File: config.mk
export PLATFORM = sky130hd
export DESIGN_NAME = mem_arbiter
export DESIGN_NICKNAME = d
export VERILOG_FILES = /design/src/rtl/cpu_pkg.sv /design/src/rtl/mem_arbiter.sv
export SDC_FILE = /design/constraint.sdc
export NUM_CORES = 1
export LEC_CHECK = 0
export ABC_CLOCK_PERIOD_IN_PS = 1900
export CAP_MARGIN = 20
export CORE_AREA = 2 2 84 86
export CTS_CLUSTER_SIZE = 14
export DETAILED_ROUTE_END_ITERATION = 6
export DIE_AREA = 0 0 86 88
export GPL_TIMING_DRIVEN = 0
export HOLD_SLACK_MARGIN = 0.03
export MAX_ROUTING_LAYER = met4
export PLACE_DENSITY = 0.8
export SLEW_MARGIN = 20
export SYNTH_ARGS = -nofsm -noshare
export SYNTH_HDL_FRONTEND = slang
export SYNTH_SLANG_ARGS = --single-unit
export TNS_END_PERCENT = 50
File: constraint.sdc
create_clock -name clk -period 1.9 [get_ports clk]
set_input_delay 0.475 -clock clk [delete_from_list [all_inputs] [get_ports clk]]
set_output_delay 0.475 -clock clk [all_outputs]
set_load 0.1 [all_outputs]
File: src/rtl/cpu_pkg.sv
// Shared ARM32 core definitions: memory geometry defaults, arbiter tuning and
// the pending-read owner encoding used by the memory arbiter.
package cpu_pkg;

  localparam int CPU_ADDR_W     = 12;
  localparam int CPU_DATA_W     = 32;
  localparam int CPU_STARVE_LIM = 4;

  typedef enum logic [1:0] {
    OWN_NONE,
    OWN_IF,
    OWN_D
  } rd_owner_t;

endpackage

File: src/rtl/mem_arbiter.sv
// Single-port RAM arbiter between instruction fetch and load/store data.
// Data wins by default; a saturating wait counter bounds fetch starvation.
module mem_arbiter
  import cpu_pkg::*;
#(
  parameter int ADDR_W     = CPU_ADDR_W,
  parameter int DATA_W     = CPU_DATA_W,
  parameter int STARVE_LIM = CPU_STARVE_LIM
) (
  input  logic                clk,
  input  logic                reset_n,

  input  logic                if_req,
  input  logic [ADDR_W-1:0]   if_addr,
  output logic                if_gnt,
  output logic                if_rvalid,
  output logic [DATA_W-1:0]   if_rdata,

  input  logic                d_req,
  input  logic                d_we,
  input  logic [DATA_W/8-1:0] d_be,
  input  logic [ADDR_W-1:0]   d_addr,
  input  logic [DATA_W-1:0]   d_wdata,
  output logic                d_gnt,
  output logic                d_rvalid,
  output logic [DATA_W-1:0]   d_rdata,

  output logic                ram_en,
  output logic                ram_we,
  output logic [DATA_W/8-1:0] ram_be,
  output logic [ADDR_W-1:0]   ram_addr,
  output logic [DATA_W-1:0]   ram_wdata,
  input  logic [DATA_W-1:0]   ram_rdata
);

  localparam int BE_W = DATA_W / 8;
  localparam int CNT_W = $clog2(STARVE_LIM + 1);
  localparam logic [CNT_W-1:0] LIM_C = CNT_W'(STARVE_LIM);

  rd_owner_t        rd_owner;
  logic [CNT_W-1:0] starve_cnt;
  logic             fetch_prio;

  // NOTE: every signal written here gets a default first so no path leaves a
  // value unassigned, which would otherwise infer a latch.
  always_comb begin
    fetch_prio = (starve_cnt == LIM_C);
    // Grants are masked while in reset so nothing reaches the RAM.
    if_gnt     = reset_n && if_req && (fetch_prio || !d_req);
    d_gnt      = reset_n && d_req && !if_gnt;

    ram_en    = if_gnt || d_gnt;
    ram_we    = 1'b0;
    ram_be    = '0;
    ram_addr  = '0;
    ram_wdata = '0;
    if (if_gnt) begin
      ram_be   = {BE_W{1'b1}};
      ram_addr = if_addr;
    end else if (d_gnt) begin
      ram_we    = d_we;
      ram_be    = d_be;
      ram_addr  = d_addr;
      ram_wdata = d_wdata;
    end
  end

  // NOTE: state registers use non-blocking assignments so every flop samples
  // the pre-edge values regardless of statement order.
  always_ff @(posedge clk) begin
    if (!reset_n) begin
      rd_owner   <= OWN_NONE;
      starve_cnt <= '0;
    end else begin
      if (if_gnt)                rd_owner <= OWN_IF;
      else if (d_gnt && !d_we)   rd_owner <= OWN_D;
      else                       rd_owner <= OWN_NONE;

      if (if_req && !if_gnt) begin
        if (starve_cnt != LIM_C) starve_cnt <= starve_cnt + 1'b1;
      end else begin
        starve_cnt <= '0;
      end
    end
  end

  // rvalid is masked during reset so a read granted just before reset is dropped.
  assign if_rvalid = reset_n && (rd_owner == OWN_IF);
  assign d_rvalid  = reset_n && (rd_owner == OWN_D);
  assign if_rdata  = ram_rdata;
  assign d_rdata   = ram_rdata;

endmodule

Word-level counts from Yosys, hierarchy flattened
Index checks and enable logic that the tools add are counted.
{"block": "word_totals", "n_memories": 0, "rom_bits": 0, "mem_bits_rw": 0, "elab_cells": 34, "latchBits": 0, "register_bits": 5, "in_bits": 97, "output_inout_bits": 118}
{"block": "classes", "n_lt_le_gt_ge": 0, "multipliers": 0, "eq_ne": 4, "shift": 0, "addsub": 1, "muxes": 10, "n_div": 0, "bitwise_logic": 1, "reduce_logical": 15}
{"op": "two-way mux 32 bit", "count": 2}
{"op": "two-way mux 12 bit", "count": 2}
{"op": "logical AND 1 bit", "count": 8}
{"op": "two-way mux 4 bit", "count": 2}
{"op": "adder 3 x 1 -> 3 bit, second input constant", "count": 1}
{"op": "== test 3 bit, second input constant", "count": 1}
{"op": "logical NOT 1 bit", "count": 3}
{"op": "two-way mux 1 bit", "count": 3}
{"op": "!= test 3 bit, second input constant", "count": 1}
{"op": "== test 2 x 1 -> 1 bit, second input constant", "count": 1}
{"op": "== test 2 bit, second input constant", "count": 1}
{"op": "logical OR 1 bit", "count": 2}
{"op": "two-way mux 2 bit", "count": 1}
{"op": "AND reduction 2 bit", "count": 1}
{"op": "OR reduction 2 bit", "count": 1}
{"op": "inverter 1 bit", "count": 1}

Depth between registers and ports, before layout
Gate-level depths: netlist of the first run.
{"block": "logic_depth", "ltp_word": 8, "ltp_mapped": 6, "ltp_nobuf": 5}

Worst setup path before layout of the first run
OpenSTA, ideal clock, no wires.
{"block": "synth_path", "path_type": "register to output", "from": "register starve_cnt[0]", "to": "output port ram_wdata[10]", "path_stages_with_launch": 6, "arrival_time_ps": 2148, "slack_ps": -723, "required_time_ps": 1425, "path_buffers": 1, "path_cell_list": "dfxtp_1 inv_1 ha_1 a31oi_2 buf_2 and2_1"}
{"block": "synth_via", "elab_chain_cells": 7}
{"item": "start, declared", "line": "mem_arbiter.sv:41", "text": "logic [CNT_W-1:0] starve_cnt;"}
{"item": "start signal, assigned", "line": "mem_arbiter.sv:80", "text": "if (starve_cnt != LIM_C) starve_cnt <= starve_cnt + 1'b1;"}
{"item": "== test 3 bit", "line": "mem_arbiter.sv:47", "text": "fetch_prio = (starve_cnt == LIM_C);"}
{"item": "logical OR 1 bit", "line": "mem_arbiter.sv:49", "text": "if_gnt = reset_n && if_req && (fetch_prio || !d_req);"}
{"item": "logical AND 1 bit", "line": "mem_arbiter.sv:49"}
{"item": "logical NOT 1 bit", "line": "mem_arbiter.sv:50", "text": "d_gnt = reset_n && d_req && !if_gnt;"}
{"item": "logical AND 1 bit", "line": "mem_arbiter.sv:50"}
{"item": "net d_gnt", "line": "mem_arbiter.sv:24", "text": "output logic d_gnt,"}
{"item": "two-way mux 32 bit", "line": "mem_arbiter.sv:60", "text": "end else if (d_gnt) begin"}
{"item": "two-way mux 32 bit", "line": "mem_arbiter.sv:57", "text": "if (if_gnt) begin"}
{"item": "end, declared", "line": "mem_arbiter.sv:32", "text": "output logic [DATA_W-1:0] ram_wdata,"}
The timed path passes the listed nets, and every way through them passes these cells.

Worst setup path after layout of the first run
{"block": "layout_path", "from": "register starve_cnt[0]", "to": "output port ram_addr[6]"}
{"block": "layout_via", "elab_chain_cells": 7}
{"item": "== test 3 bit (*)", "line": "mem_arbiter.sv:47"}
{"item": "logical OR 1 bit (*)", "line": "mem_arbiter.sv:49"}
{"item": "logical AND 1 bit (*)", "line": "mem_arbiter.sv:49"}
{"item": "logical NOT 1 bit", "line": "mem_arbiter.sv:50"}
{"item": "logical AND 1 bit", "line": "mem_arbiter.sv:50"}
{"item": "two-way mux 12 bit", "line": "mem_arbiter.sv:60"}
{"item": "two-way mux 12 bit (*)", "line": "mem_arbiter.sv:57"}
{"item": "end, declared", "line": "mem_arbiter.sv:31", "text": "output logic [ADDR_W-1:0] ram_addr,"}
Mark *: on every way between the ends. The rest lies on a longest branch, timed or not.

==> flow_metrics.env, run 1 <==
export IMPL_outcome="complete, but fails checks"
export IMPL_violations="setup timing"
export IMPL_clk_pin_slew_ns=0.03
export IMPL_hold_viol=0
export IMPL_drtIter0Drc=18
export IMPL_powerDensity_nw_per_um2=522
export IMPL_antenna_found_initial=0
export IMPL_clock_sinks=5
export IMPL_cts_root_buf="clkbuf_8"
export IMPL_post_dp_hpwl_um=4310
export IMPL_final_period_utilization_pct=113
export IMPL_rr_startpoint="starve_cnt[1]$_SDFFE_PN0N_"
export IMPL_power_w=0.00200
export IMPL_synth_ff_type="dfxtp_1"
export IMPL_grt_pass1_vias=1739
export IMPL_wl_per_cell_um=14.1
export IMPL_cts_max_path_buffers=2
export IMPL_drt_pass1_iter_count=4
export IMPL_ys_warn_count=0
export IMPL_grt_max_degree=11
export IMPL_die_w_um=86
export IMPL_die_area_um2=7570
export IMPL_synth_edff_count=0
export IMPL_ys_types=21
export IMPL_drive_gt1_share_pct=76.9
export IMPL_initial_utilization_pct=17.4
export IMPL_hold_path_class="reg2reg"
export IMPL_async_flop_share_pct=0
export IMPL_core_area_um2=6640
export IMPL_synth_seq_area_share_pct=8.66
export IMPL_gr_total_overflow=0
export IMPL_crit_path_end_kind="output pin"
export IMPL_syn_nets=245
export IMPL_syn_avg_cell_area_um2=7.92
export IMPL_port_buffers=182
export IMPL_grt_usage_pct=15.0
export IMPL_worstSetupPathType="reg2out"
export IMPL_dieHeight_um=88
export IMPL_drc=0
export IMPL_routed_wl_um=5990
export IMPL_synth_seq_cells=5
export IMPL_ios=215
export IMPL_route_vias_total=1695
export IMPL_syn_area_um2=1160
export IMPL_antenna_cells=0
export IMPL_cp_startpoint="starve_cnt[0]$_SDFFE_PN0N_"
export IMPL_worstHoldPathCells=2
export IMPL_max_slew_worst_pin_slew_ns=0.963
export IMPL_rsz0062_at_grt="yes"
export IMPL_r2r_end="rd_owner[1]$_SDFF_PP0_"
export IMPL_grt_pass1_wl_um=8720
export IMPL_relSlewSlack_pct=36.1
export IMPL_max_freq_ghz=0.465
export IMPL_finalCriticalPeriod_ns=2.15
export IMPL_cts_tree="done"
export IMPL_area_growth_synth_to_final_pct=232
export IMPL_p_leak_nw=1.84
export IMPL_ant_nets=0
export IMPL_hold_buffers=0
export IMPL_cp_max_fo=8
export IMPL_htreeDepth=1
export IMPL_cp_start_kind="register"
export IMPL_vias_per_cell=3.98
export IMPL_cts_inserted_buffers=3
export IMPL_cp_required_ns=1.42
export IMPL_crit_path_end="ram_addr[6]"
export IMPL_fin_util_pct=57.8
export IMPL_peakVddDrop_v=0.000396
export IMPL_finalNetCount=446
export IMPL_clock_skew_final_ns=0.00159
export IMPL_clk_latency_ns=0.22
export IMPL_crit_arrival_ns=1.67
export IMPL_row_count=30
export IMPL_worstRegToRegCells=7
export IMPL_maxCapViolations=0
export IMPL_final_setup_tns_ns=-8.50
export IMPL_place_gp_congestion=0.695
export IMPL_reg2reg_slack_ns=0.58
export IMPL_setup_viol_count_final=49
export IMPL_maxSlewViolCount=0
export IMPL_netlist_instances=146
export IMPL_holdWs_ns=0.530
export IMPL_setup_ws_ns=-0.249
-- flip-flops by register name (all words and copies together), names as in the netlist --
signal      flops
starve_cnt      3
rd_owner        2
-- layer usage --
| metal | up-vias | track usage [%] | share of wire (%) |
|---|---|---|---|
| li1 | 809 | - | - |
| met4 | 0 | 2.89 | 0.48 |
| met5 | - | - | 0 |
| met2 | 123 | 31.0 | 60 |
| met1 | 761 | 14.0 | 29 |
| met3 | 2 | 3.20 | 9.9 |
-- cell families (layout without fill, tap and decap cells) --
logic type,count (synthesis),count (layout),synth area share (%)
flip-flops,5,5,8.66
AO/OA/AOI/OAI,19,19,16.1
buffers and inverters,72,272,47.5
multiplexers,1,1,0.866
adder cells (fa/ha/maj),2,2,2.16
AND/OR/NAND/NOR,47,47,24.7
-- worst min-delay path by stage --
stage / start / end / slack, ns
global route: starve_cnt[0]$_SDFFE_PN0N_ / starve_cnt[0]$_SDFFE_PN0N_ / 0.55
finish: starve_cnt[0]$_SDFFE_PN0N_ / starve_cnt[0]$_SDFFE_PN0N_ / 0.53
detailed placement: starve_cnt[0]$_SDFFE_PN0N_ / starve_cnt[0]$_SDFFE_PN0N_ / 0.45
CTS: starve_cnt[0]$_SDFFE_PN0N_ / starve_cnt[0]$_SDFFE_PN0N_ / 0.51
floorplan: starve_cnt[0]$_SDFFE_PN0N_ / starve_cnt[0]$_SDFFE_PN0N_ / 0.43
global placement: starve_cnt[0]$_SDFFE_PN0N_ / starve_cnt[0]$_SDFFE_PN0N_ / 0.44
-- critical path, cell delays in order, from the launching register on --
cell,delay (ns)
dfxtp_2,0.33
inv_2,0.05
ha_4,0.17
a21boi_4,0.17
nor2_4,0.06
buf_12,0.13
buf_8,0.12
a22o_4,0.26
buf_12,0.16
-- through the flow --
step	area (um^2)	setup slack [ns]	std cells
after floorplan	1250	-0.284	146
after global placement	3170	-1.68	408
after detailed placement	3170	-1.69	408
after CTS	3830	-0.254	426
after global routing	3840	-0.299	426
final	3840	-0.249	426
-- power by group --
part	switching, W	leakage (nW)	internal (W)
clock	0.0000497	0.0228	0.000144
sequential	0.00000167	0.0417	0.000109
combinational	0.00111	1.77	0.000593
total	0.00116	1.84	0.000845
-- cells in the mapped netlist (2+ instances only) --
library cell  instances  area (um^2)
dfxtp_1               5          100
and2_1               33          206
a21o_2                4         35.0
a22o_2               12          120
nand2_1               4         15.0
buf_4                64          480
ha_1                  2         25.0
inv_1                 2         7.51
buf_6                 5         56.3
nor2_1                4         15.0
-- cell type report --
class,count,area [um^2]
plain buffers,68,537
clock buffers,4,45.0
fillers,572,2800
inverters,2,7.51
multi-input cells,69,674
flip-flops and latches,5,103
well taps,80,100
repair buffers,198,2370
-- placed cells by master (no fill, tap or decap), types with 2 or more instances in the layout --
cell type          n
buf_8              4
buf_12            54
buf_6              5
dlygate4sd2_1      5
nand2_1            2
a21o_2             3
clkdlybuf4s50_1   61
inv_2              2
clkdlybuf4s15_2    4
a22o_2             7
buf_4            129
clkbuf_8           3
and2_4            33
dfxtp_2            2
nor2_1             3
nand2_2            2
buf_2              2
a22o_4             5
dfxtp_1            3
-- timing repair --
item / CTS / global route
cloned: 5 / 0
endpoints found under the setup margin: 118 / 52
resized for setup: 572 / 9
pin swaps: 15 / 7
buffers inserted: 10 / 1
(Power assumes the default switching activity.)
==> run 2: changes to the inputs <==
CORE_AREA = 3 3 83 85   (was 2 2 84 86)
PLACE_DENSITY = 0.75   (was 0.8)
RECOVER_POWER = 100   (was default)
==> run 2 against run 1 <==
  * The flow still finishes with violations (setup timing)
  * Critical path type unchanged
  * Cell count is 1.6% lower
  * Clock skew fell by 0.0014 ns
  * Design area is 1.4% lower
  * Setup slack gained 0.052 ns
  * Critical path depth shrank 1
  * Largest cell class unchanged
  * Register-to-register slack better by 0.08 ns
  * Non-clock buffer count down 4
  * Die area stayed put
  * Worst hold slack lost 0.024 ns
  * Power decreased by 0.70%
  * Core utilization rose by 2.5 points
==> flow_metrics.env, run 2 (synthesis gave the netlist of run 1 again) <==
export IMPL_core_area_um2=6280
export IMPL_relSlewSlack_pct=35.1
export IMPL_p_clk_share_pct=9.9
export IMPL_critPathTopFamily="buffers and inverters"
export IMPL_area_growth_synth_to_final_pct=227
export IMPL_final_setup_tns_ns=-7.04
export IMPL_clk_latency_ns=0.22
export IMPL_maxCapViolations=0
export IMPL_cts_root_buf="clkbuf_8"
export IMPL_antenna_cells=0
export IMPL_gr_total_overflow=0
export IMPL_multi_input_area_um2=746
export IMPL_row_count=29
export IMPL_vias_per_cell=3.99
export IMPL_violations="setup timing"
export IMPL_htreeDepth=1
export IMPL_setup_viol_count_final=49
export IMPL_cts_inserted_buffers=3
export IMPL_cts_max_path_buffers=2
export IMPL_drive_gt1_share_pct=76.9
export IMPL_switching_share_pct=58.4
export IMPL_largest_reg_flops=3
export IMPL_drc=0
export IMPL_die_w_um=86
export IMPL_rsz0062_at_grt="yes"
export IMPL_drt_pass1_iter_count=2
export IMPL_hold_viol=0
export IMPL_hold_buffers=0
export IMPL_final_period_utilization_pct=110
export IMPL_use_met2_pct=29.7
export IMPL_routed_wl_um=5930
export IMPL_drtIter0Drc=8
export IMPL_grt_max_degree=11
export IMPL_outcome="complete, but fails checks"
export IMPL_mostFrequentLayoutCells="117 x buf_4, 61 x clkdlybuf4s50_1, 51 x buf_12"
export IMPL_ant_nets=0
export IMPL_use_met1_pct=12.3
export IMPL_grt_pass1_vias=1757
export IMPL_initial_utilization_pct=18.4
export IMPL_route_vias_total=1671
export IMPL_p_leak_nw=1.82
export IMPL_port_buffers=182
export IMPL_regMostFlops="starve_cnt"
export IMPL_seq_area_um2=103
export IMPL_wl_per_cell_um=14.2
export IMPL_grt_pass1_wl_um=8290
export IMPL_setup_ws_ns=-0.196
export IMPL_dpl_cell_count=405
export IMPL_power_w=0.00199
export IMPL_finalNonFillerCells=419
export IMPL_top_usage_layer="met2"
export IMPL_p_switching_w=0.00116
export IMPL_maxSlewViolCount=0
export IMPL_seqPwrFrac_pct=5.5
export IMPL_cp_required_ns=1.42
export IMPL_place_gp_congestion=0.701
export IMPL_worstPathCellList="inv_2, ha_4, a31oi_4, buf_8, buf_6, and2_4, buf_12"
export IMPL_fillers=505
export IMPL_crit_path_end_kind="output pin"
export IMPL_crit_arrival_ns=1.62
export IMPL_power_frac_comb_pct=84.5
export IMPL_use_met3_pct=4.14
export IMPL_clock_sinks=5
export IMPL_post_dp_hpwl_um=4430
export IMPL_mostFrequentLayoutCell="buf_4"
export IMPL_cp_num_buf_inv=4
export IMPL_crit_path_top_delay_cell="dfxtp_2"
export IMPL_max_freq_ghz=0.477
export IMPL_clk_pin_slew_ns=0.04
export IMPL_clock_skew_final_ns=0.000166
export IMPL_finalNetCount=442
export IMPL_die_area_um2=7570
export IMPL_cp_max_fo=8
export IMPL_antenna_found_initial=0
export IMPL_hold_path_class="reg2reg"
export IMPL_intPower_w=0.000829
export IMPL_cts_tree="done"
export IMPL_ios=215
export IMPL_largestRegisters="starve_cnt (3), rd_owner (2)"
export IMPL_peakVddDrop_v=0.000378
export IMPL_finalCriticalPeriod_ns=2.10
export IMPL_grt_usage_pct=14.5
export IMPL_cp_start_kind="register"
export IMPL_max_slew_worst_pin_slew_ns=0.978
export IMPL_slowest_delay_ns=0.32
export IMPL_dieHeight_um=88
export IMPL_worstSetupPathType="reg2out"
export IMPL_powerDensity_nw_per_um2=526
run 2: cell count changes in the layout (fill, tap and decap cells not counted), sizes merged:
| cell | delta |
|---|---|
| clkbuf | +11 |
| buf | -14 |
| dlygate4sd2 | -1 |
run 2: path summary, 6_finish.rpt:
path	slack (ns)	cells after the start	startpoint	to
worst max-delay path	-0.20	7	starve_cnt[0]$_SDFFE_PN0N_	ram_wdata[23]
worst min-delay path	0.51	2	starve_cnt[0]$_SDFFE_PN0N_	starve_cnt[0]$_SDFFE_PN0N_
worst max register to register	0.66	6	starve_cnt[0]$_SDFFE_PN0N_	rd_owner[1]$_SDFF_PP0_
worst min register to register	0.51	2	starve_cnt[0]$_SDFFE_PN0N_	starve_cnt[0]$_SDFFE_PN0N_
run 2: power by group through the flow:
stage | Sequential [W] | Clock (W) | Combinational, W
2_1_floorplan | 0.000111 | 0 | 0.00114
3_3_place_gp | 0.000112 | 0 | 0.00151
3_5_place_dp | 0.000112 | 0 | 0.00151
4_1_cts | 0.000110 | 0.000202 | 0.00169
5_1_grt | 0.000111 | 0.000210 | 0.00172
6_report | 0.000110 | 0.000198 | 0.00168
run 2: what timing repair did:
item / CTS / global route
endpoints found under the setup margin: 118 / 53
buffers inserted: 4 / 2
pin swaps: 17 / 14
gates cloned: 5 / 0
gates resized for setup: 580 / 9
run 2: per-layer routing:
| layer | vias up | wire [um] |
|---|---|---|
| met5 | - | 0 |
| li1 | 799 | - |
| met2 | 129 | 3440 |
| met1 | 735 | 1650 |
| met4 | 0 | 109 |
| met3 | 8 | 728 |
run 2: layout make-up:
| type | count | share of cell area, % |
|---|---|---|
| Timing Repair Buffer | 193 | 59.4 |
| Multi-Input combinational cell | 69 | 19.7 |
| Buffer | 69 | 14.3 |
| Sequential cell | 5 | 2.71 |
| Tap cell | 77 | 2.55 |
| Clock buffer | 4 | 1.19 |
| Inverter | 2 | 0.198 |
run 2: tightest hold or removal path: stages, from the launching register on:
cell and delay (ns):
dfxtp_2 0.32, buf_4 0.11, nor3b_1 0.04
run 2: through the flow:
stage	cell area, um^2	hold WS [ns]	util, %	setup WS (ns)
2_1_floorplan	1250	0.426	-	-0.284
3_3_place_gp	3160	0.442	50.4	-1.64
3_5_place_dp	3160	0.453	50.4	-1.65
4_1_cts	3790	0.502	60.4	-0.193
5_1_grt	3780	0.519	60.3	-0.259
6_report	3780	0.506	60.3	-0.196
